## src/rtl/sine_meter_pkg.sv

```systemverilog
// rtl/sine_meter_pkg.sv - shared types and default constants for the sine period meter
//
// Purpose: zero-crossing detector state encoding and default parameter values
//          used by sine_xdet and sine_period_meter.
// Ports:   none (package).
package sine_meter_pkg;

    // Hysteresis detector states: arm on a clearly negative sample, then
    // report the first clearly positive sample as the rising crossing.
    typedef enum logic {
        S_FIND_NEG = 1'b0,
        S_FIND_POS = 1'b1
    } xdet_state_e;

    localparam int DEF_W        = 32;
    localparam int DEF_CW       = 20;
    localparam int DEF_HYST     = 1024;
    localparam int DEF_AVG_LOG2 = 2;

endpackage

```

## src/rtl/sine_xdet.sv

```systemverilog
// rtl/sine_xdet.sv - hysteresis rising zero-crossing detector
//
// Purpose: compares each valid sample against +/-HYST and runs the
//          FIND_NEG / FIND_POS state machine; flags the sample that
//          completes a rising crossing.
// Ports:
//   clk_i     in   1  clock, rising edge
//   rst_ni    in   1  asynchronous active-low reset
//   sample_i  in   W  signed sample
//   valid_i   in   1  sample qualifier; idle cycles leave the state untouched
//   clear_i   in   1  force the detector back to S_FIND_NEG on this valid sample
//   xing_o    out  1  high during the valid sample that is a rising crossing
module sine_xdet
    import sine_meter_pkg::*;
#(
    parameter int W    = DEF_W,
    parameter int HYST = DEF_HYST
) (
    input  logic         clk_i,
    input  logic         rst_ni,
    input  logic [W-1:0] sample_i,
    input  logic         valid_i,
    input  logic         clear_i,
    output logic         xing_o
);

    localparam logic signed [W-1:0] POS_TH = W'(HYST);
    localparam logic signed [W-1:0] NEG_TH = -POS_TH;

    xdet_state_e state_q;
    xdet_state_e state_d;
    logic        at_pos;
    logic        at_neg;

    always_comb begin
        at_pos = $signed(sample_i) >= POS_TH;
        at_neg = $signed(sample_i) <= NEG_TH;
    end

    // The strobe is decoded from the registered state and the current sample
    // so the parent can close the period on the crossing sample itself and
    // still present registered results one cycle later.
    always_comb begin
        xing_o = valid_i && (state_q == S_FIND_POS) && at_pos;
    end

    always_comb begin
        state_d = state_q;
        if (valid_i) begin
            if (clear_i) begin
                state_d = S_FIND_NEG;
            end else begin
                case (state_q)
                    S_FIND_NEG: if (at_neg) state_d = S_FIND_POS;
                    S_FIND_POS: if (at_pos) state_d = S_FIND_NEG;
                    default:    state_d = S_FIND_NEG;
                endcase
            end
        end
    end

    always_ff @(posedge clk_i or negedge rst_ni) begin
        if (!rst_ni) begin
            state_q <= S_FIND_NEG;
        end else begin
            state_q <= state_d;
        end
    end

endmodule

```

## src/rtl/sine_period_meter.sv

```systemverilog
// rtl/sine_period_meter.sv - averaged sine period meter (top)
//
// Purpose: counts samples between rising zero crossings, averages
//          2^AVG_LOG2 periods and reports the truncated mean.
// Ports:
//   CLK           in   1   clock, rising edge
//   RESET         in   1   asynchronous active-low reset
//   SAMPLE        in   W   signed sample
//   SAMPLE_VALID  in   1   sample qualifier
//   PERIOD        out  CW  averaged period in samples
//   PERIOD_VALID  out  1   one-cycle pulse when PERIOD updates
//   LOCKED        out  1   set with the first result, cleared by timeout
module sine_period_meter
    import sine_meter_pkg::*;
#(
    parameter int W          = DEF_W,
    parameter int CW         = DEF_CW,
    parameter int HYST       = DEF_HYST,
    parameter int AVG_LOG2   = DEF_AVG_LOG2,
    parameter int MAX_PERIOD = (1 << CW) - 1
) (
    input  logic          CLK,
    input  logic          RESET,
    input  logic [W-1:0]  SAMPLE,
    input  logic          SAMPLE_VALID,
    output logic [CW-1:0] PERIOD,
    output logic          PERIOD_VALID,
    output logic          LOCKED
);

    localparam int AW = CW + AVG_LOG2;
    localparam int NW = (AVG_LOG2 > 0) ? AVG_LOG2 : 1;
    // cnt_q holds MAX_PERIOD-1 on the sample whose period would reach MAX_PERIOD.
    localparam logic [CW-1:0] CNT_TIMEOUT = CW'(MAX_PERIOD - 1);
    localparam logic [NW-1:0] N_LAST      = NW'((1 << AVG_LOG2) - 1);

    logic [CW-1:0] cnt_q,      cnt_d;
    logic          have_ref_q, have_ref_d;
    logic [AW-1:0] acc_q,      acc_d;
    logic [NW-1:0] n_q,        n_d;
    logic [CW-1:0] period_q,   period_d;
    logic          pv_q,       pv_d;
    logic          locked_q,   locked_d;

    logic          xing;
    logic          timeout;
    logic [CW-1:0] meas;
    logic [AW-1:0] sum;

    sine_xdet #(
        .W    (W),
        .HYST (HYST)
    ) u_xdet (
        .clk_i    (CLK),
        .rst_ni   (RESET),
        .sample_i (SAMPLE),
        .valid_i  (SAMPLE_VALID),
        .clear_i  (timeout),
        .xing_o   (xing)
    );

    always_comb begin
        timeout = SAMPLE_VALID && (cnt_q == CNT_TIMEOUT);
        // Samples after the previous crossing up to and including this one.
        // Cannot wrap: any count that would reach MAX_PERIOD times out first.
        meas    = cnt_q + CW'(1);
        // Holds at most 2^AVG_LOG2 periods below 2^CW, so AW bits suffice.
        sum     = acc_q + AW'(meas);
    end

    always_comb begin
        cnt_d      = cnt_q;
        have_ref_d = have_ref_q;
        acc_d      = acc_q;
        n_d        = n_q;
        period_d   = period_q;
        pv_d       = 1'b0;
        locked_d   = locked_q;

        if (SAMPLE_VALID) begin
            if (timeout) begin
                // Drop the measurement but keep the last reported PERIOD.
                cnt_d      = '0;
                have_ref_d = 1'b0;
                acc_d      = '0;
                n_d        = '0;
                locked_d   = 1'b0;
            end else if (xing) begin
                cnt_d = '0;
                if (!have_ref_q) begin
                    // First crossing only anchors the count.
                    have_ref_d = 1'b1;
                end else if (n_q == N_LAST) begin
                    period_d = CW'(sum >> AVG_LOG2);
                    pv_d     = 1'b1;
                    locked_d = 1'b1;
                    acc_d    = '0;
                    n_d      = '0;
                end else begin
                    acc_d = sum;
                    n_d   = n_q + NW'(1);
                end
            end else begin
                cnt_d = cnt_q + CW'(1);
            end
        end
    end

    always_ff @(posedge CLK or negedge RESET) begin
        if (!RESET) begin
            cnt_q      <= '0;
            have_ref_q <= 1'b0;
            acc_q      <= '0;
            n_q        <= '0;
            period_q   <= '0;
            pv_q       <= 1'b0;
            locked_q   <= 1'b0;
        end else begin
            cnt_q      <= cnt_d;
            have_ref_q <= have_ref_d;
            acc_q      <= acc_d;
            n_q        <= n_d;
            period_q   <= period_d;
            pv_q       <= pv_d;
            locked_q   <= locked_d;
        end
    end

    assign PERIOD       = period_q;
    assign PERIOD_VALID = pv_q;
    assign LOCKED       = locked_q;

endmodule
```

## config.mk

```make
export PLATFORM = sky130hd
export DESIGN_NAME = sine_period_meter
export DESIGN_NICKNAME = d
export VERILOG_FILES = /design/src/rtl/sine_meter_pkg.sv /design/src/rtl/sine_xdet.sv /design/src/rtl/sine_period_meter.sv
export SDC_FILE = /design/constraint.sdc
export NUM_CORES = 1
export LEC_CHECK = 0
export ABC_CLOCK_PERIOD_IN_PS = 3100
export CORE_MARGIN = 3
export CORE_UTILIZATION = 50
export DETAILED_ROUTE_END_ITERATION = 8
export PLACE_DENSITY = 0.82
export SKIP_LAST_GASP = 1
export SLEW_MARGIN = 10
export SYNTH_ARGS = -nofsm -noshare
export SYNTH_HDL_FRONTEND = slang
export SYNTH_SLANG_ARGS = --single-unit
```

## constraint.sdc

```tcl
create_clock -name CLK -period 3.1 [get_ports CLK]
set_clock_uncertainty 0.15 [all_clocks]
set_input_delay 0.465 -clock CLK [delete_from_list [all_inputs] [get_ports CLK]]
set_output_delay 0.465 -clock CLK [all_outputs]
set_load 0.01 [all_outputs]
```

==> qor.txt <==
Gate Count Post-Synth: 421
Critical Path Source Type: flop
largest family of logic cells by synthesized area: compound AO/OA/AOI/OAI gates
top cells by count, synth: dfrtp_1 (68), o21ai_0 (30), ha_1 (28)
number of enable flip-flop cells after synthesis: 0
mux contribution to synthesized area: 5.572%
first-iteration detailed-routing DRC count: 182
top_reg_cell synth: dfrtp_1
Routability Congestion: 0.8834
most numerous cell in the Yosys netlist: dfrtp_1
CTS tree: done
Fmax achieved: 0.3149 GHz
pre-CTS WS: -0.2231 ns
post-synth top area share: 40.52%
clock sink count: 68
post-synthesis sequential area ratio: 40.52%
Total GRT Usage: 22.24%
# diodes: 0
Chip Height: 97.64 um
die area: 0.009534 mm2
Post-Synth Simple-Gate Area: 15.49%
Post-Syn Area: 0.004199 mm2
Std-Cell Rows: 32
top cells by area, synth: dfrtp_1 (41%), ha_1 (8.3%), mux2_2 (5.1%)
Nets: 598
Longest Clk Path Bufs: 2
non-filler cells, final: 641
Leak Pwr: 2.688 nW
min-delay worst type: reg2reg
post-synthesis adder-cell area fraction: 8.820%
Synth Net Count: 485
max_cap viols: 0
Clk Latency, worst-skew pair: 0.36 ns
cts bufs inserted: 9
Vias: 3,736
Final WS setup: -0.07524 ns
Crit path arrival time: 3.27 ns
xor/xnor share of the synthesized area: 8.105%
Worst Setup End Kind: flop
Mean Syn Cell Area: 9.974 um2
first-pass GRT wire length: 17,370 um
crit path max fanout: 3
IO Port Bufs: 56
H-tree Lvls: 3
max-slew violation count: 0
critical path required time: 3.20 ns
Warnings, synthesis: 0
Initial Utilization: 52.97%
share of post-route cells with drive strength above 1: 31.35%
outcome: finished, violations left
wire per inst: 17.73 um
Setup CP Type: reg2reg
Initial DRT Pass Iterations: 5
core area: 0.007928 mm2
Detail Route Antenna Nets: 0
initial antenna violation count: 0
clk root buf: clkbuf_8
failing checks: negative setup slack
Synth Register Bits: 68
Worst-Margin Slew: 0.5430 ns
Vias per Instance: 5.828
VDD IR max: 0.0005744 V
Setup Viol. Count Final: 5
Max transition margin: 63.80%
Final Hold Viols: 0
HPWL Detailed: 7482 um
largest net degree at the start of global routing: 29
Filler cells: 508
clk slew on worst S/H paths: 0.08 ns
Die W: 97.64 um
DR DRC count: 0
Netlist cell types: 56
dominant cell type by area after synthesis: dfrtp_1
Final min period: 3.175 ns
DP Cell Count: 607
number of global-route vias before repair: 3,762
post-synthesis compound-gate area fraction: 17.16%
final worst-path cycle share: 102.4%
Top Ports: 57
unrepaired setup endpoints after global routing: true
area delta synth->final: 42.31%
Pwr Density: 608.1 mW/mm2
gr ovfl total: 0
asr flop ratio synth: 100.0%
Post-Route WL: 11,360 um
-- metal layers --
layer	routed length, um	GRT usage (%)
met2	5829	39.48
met1	4718	27.06
met5	0	0
met3	577	5.528
met4	238	5.325
-- cell usage in the layout, fill, tap and decap left out, types with 5 or more instances in the layout --
| cell type | instances |
|---|---|
| dfrtp_1 | 67 |
| buf_4 | 57 |
| clkdlybuf4s50_1 | 55 |
| o21ai_0 | 27 |
| inv_1 | 23 |
| nand2_1 | 20 |
| a21oi_1 | 20 |
| a22o_1 | 20 |
| mux2_2 | 18 |
| nand2b_1 | 17 |
| ha_1 | 17 |
| nand3_1 | 13 |
| xnor2_2 | 11 |
| xnor2_1 | 11 |
| xor2_1 | 10 |
| nand4_1 | 10 |
| ha_4 | 10 |
| nor2_1 | 9 |
| clkbuf_8 | 9 |
| nor4_1 | 8 |
| a21oi_2 | 6 |
| nand2_2 | 5 |
-- sequential cells by signal, summed over array words and instances (netlist names) --
register / flops
acc_q: 22
PERIOD: 20
cnt_q: 20
n_q: 2
LOCKED: 1
PERIOD_VALID: 1
have_ref_q: 1
u_xdet.state_q: 1
-- layout make-up --
type | count | area (um2) | share of cell area (%)
multi-input combinational | 313 | 2766 | 46.29
sequential | 68 | 1703 | 28.50
timing repair buffer | 117 | 1045 | 17.48
clock buffer | 10 | 127.6 | 2.136
tap | 102 | 127.6 | 2.136
clock inverter | 6 | 112.6 | 1.884
inverter | 25 | 93.84 | 1.570
-- power by group --
group | internal, mW | total (mW) | switching [mW]
clock | 0.536 | 0.905 | 0.369
combinational | 0.786 | 1.46 | 0.675
sequential | 1.10 | 1.27 | 0.168
-- cell families (layout without fill, tap and decap cells) --
family	Yosys count	count (layout)
AND/OR/NAND/NOR	117	117
AO/OA/AOI/OAI	108	108
flip-flops	68	68
buffers and inverters	40	158
XOR/XNOR	38	38
adder cells (fa/ha/maj)	29	29
multiplexers	21	21
-- critical path: stages (launching register included) --
cell      delay (ns)
dfrtp_1         0.35
buf_4           0.14
inv_1           0.06
nor3_2          0.20
nand3_1         0.16
xnor2_2         0.20
ha_4            0.30
and3_4          0.19
a221oi_4        0.08
or4_1           0.47
nand3b_1        0.23
a21boi_2        0.11
xnor2_2         0.15
mux2_4          0.26
-- stage by stage --
stage          cell area, um2  util [%]  total power [mW]  setup TNS (ns)  hold WS, ns
2_1_floorplan            4205         -             1.985               0      0.01941
3_5_place_dp             5147     64.93             2.532          -1.082       0.3242
6_report                 5976     75.38             3.634         -0.1691       0.3365
3_3_place_gp             5147     64.93             2.473         -0.3174       0.3202
4_1_cts                  5522     69.65             3.474        -0.04344       0.3421
5_1_grt                  5976     75.38             3.836          -1.306       0.3736
-- worst paths after layout --
path                            cells past startpoint  slack, ns         end        from
worst max-delay path                               13      -0.08  PERIOD[16]    cnt_q[3]
worst min-delay path                                2       0.34  PERIOD[19]  PERIOD[19]
worst max register to register                     13      -0.08  PERIOD[16]    cnt_q[3]
worst min register to register                      2       0.34  PERIOD[19]  PERIOD[19]
max in group asynchronous                           3       1.60    cnt_q[0]       RESET
min in group asynchronous                           2       0.47   PERIOD[8]       RESET
-- what timing repair did --
action / in CTS / in global routing
hold buffers: 1 / 0
setup buffers: 2 / 15
pin swaps: 5 / 35
gates resized for setup: 18 / 62
endpoints found under the hold margin: 23 / 0
endpoints found under the setup margin: 12 / 20
(Power assumes the default switching activity.)
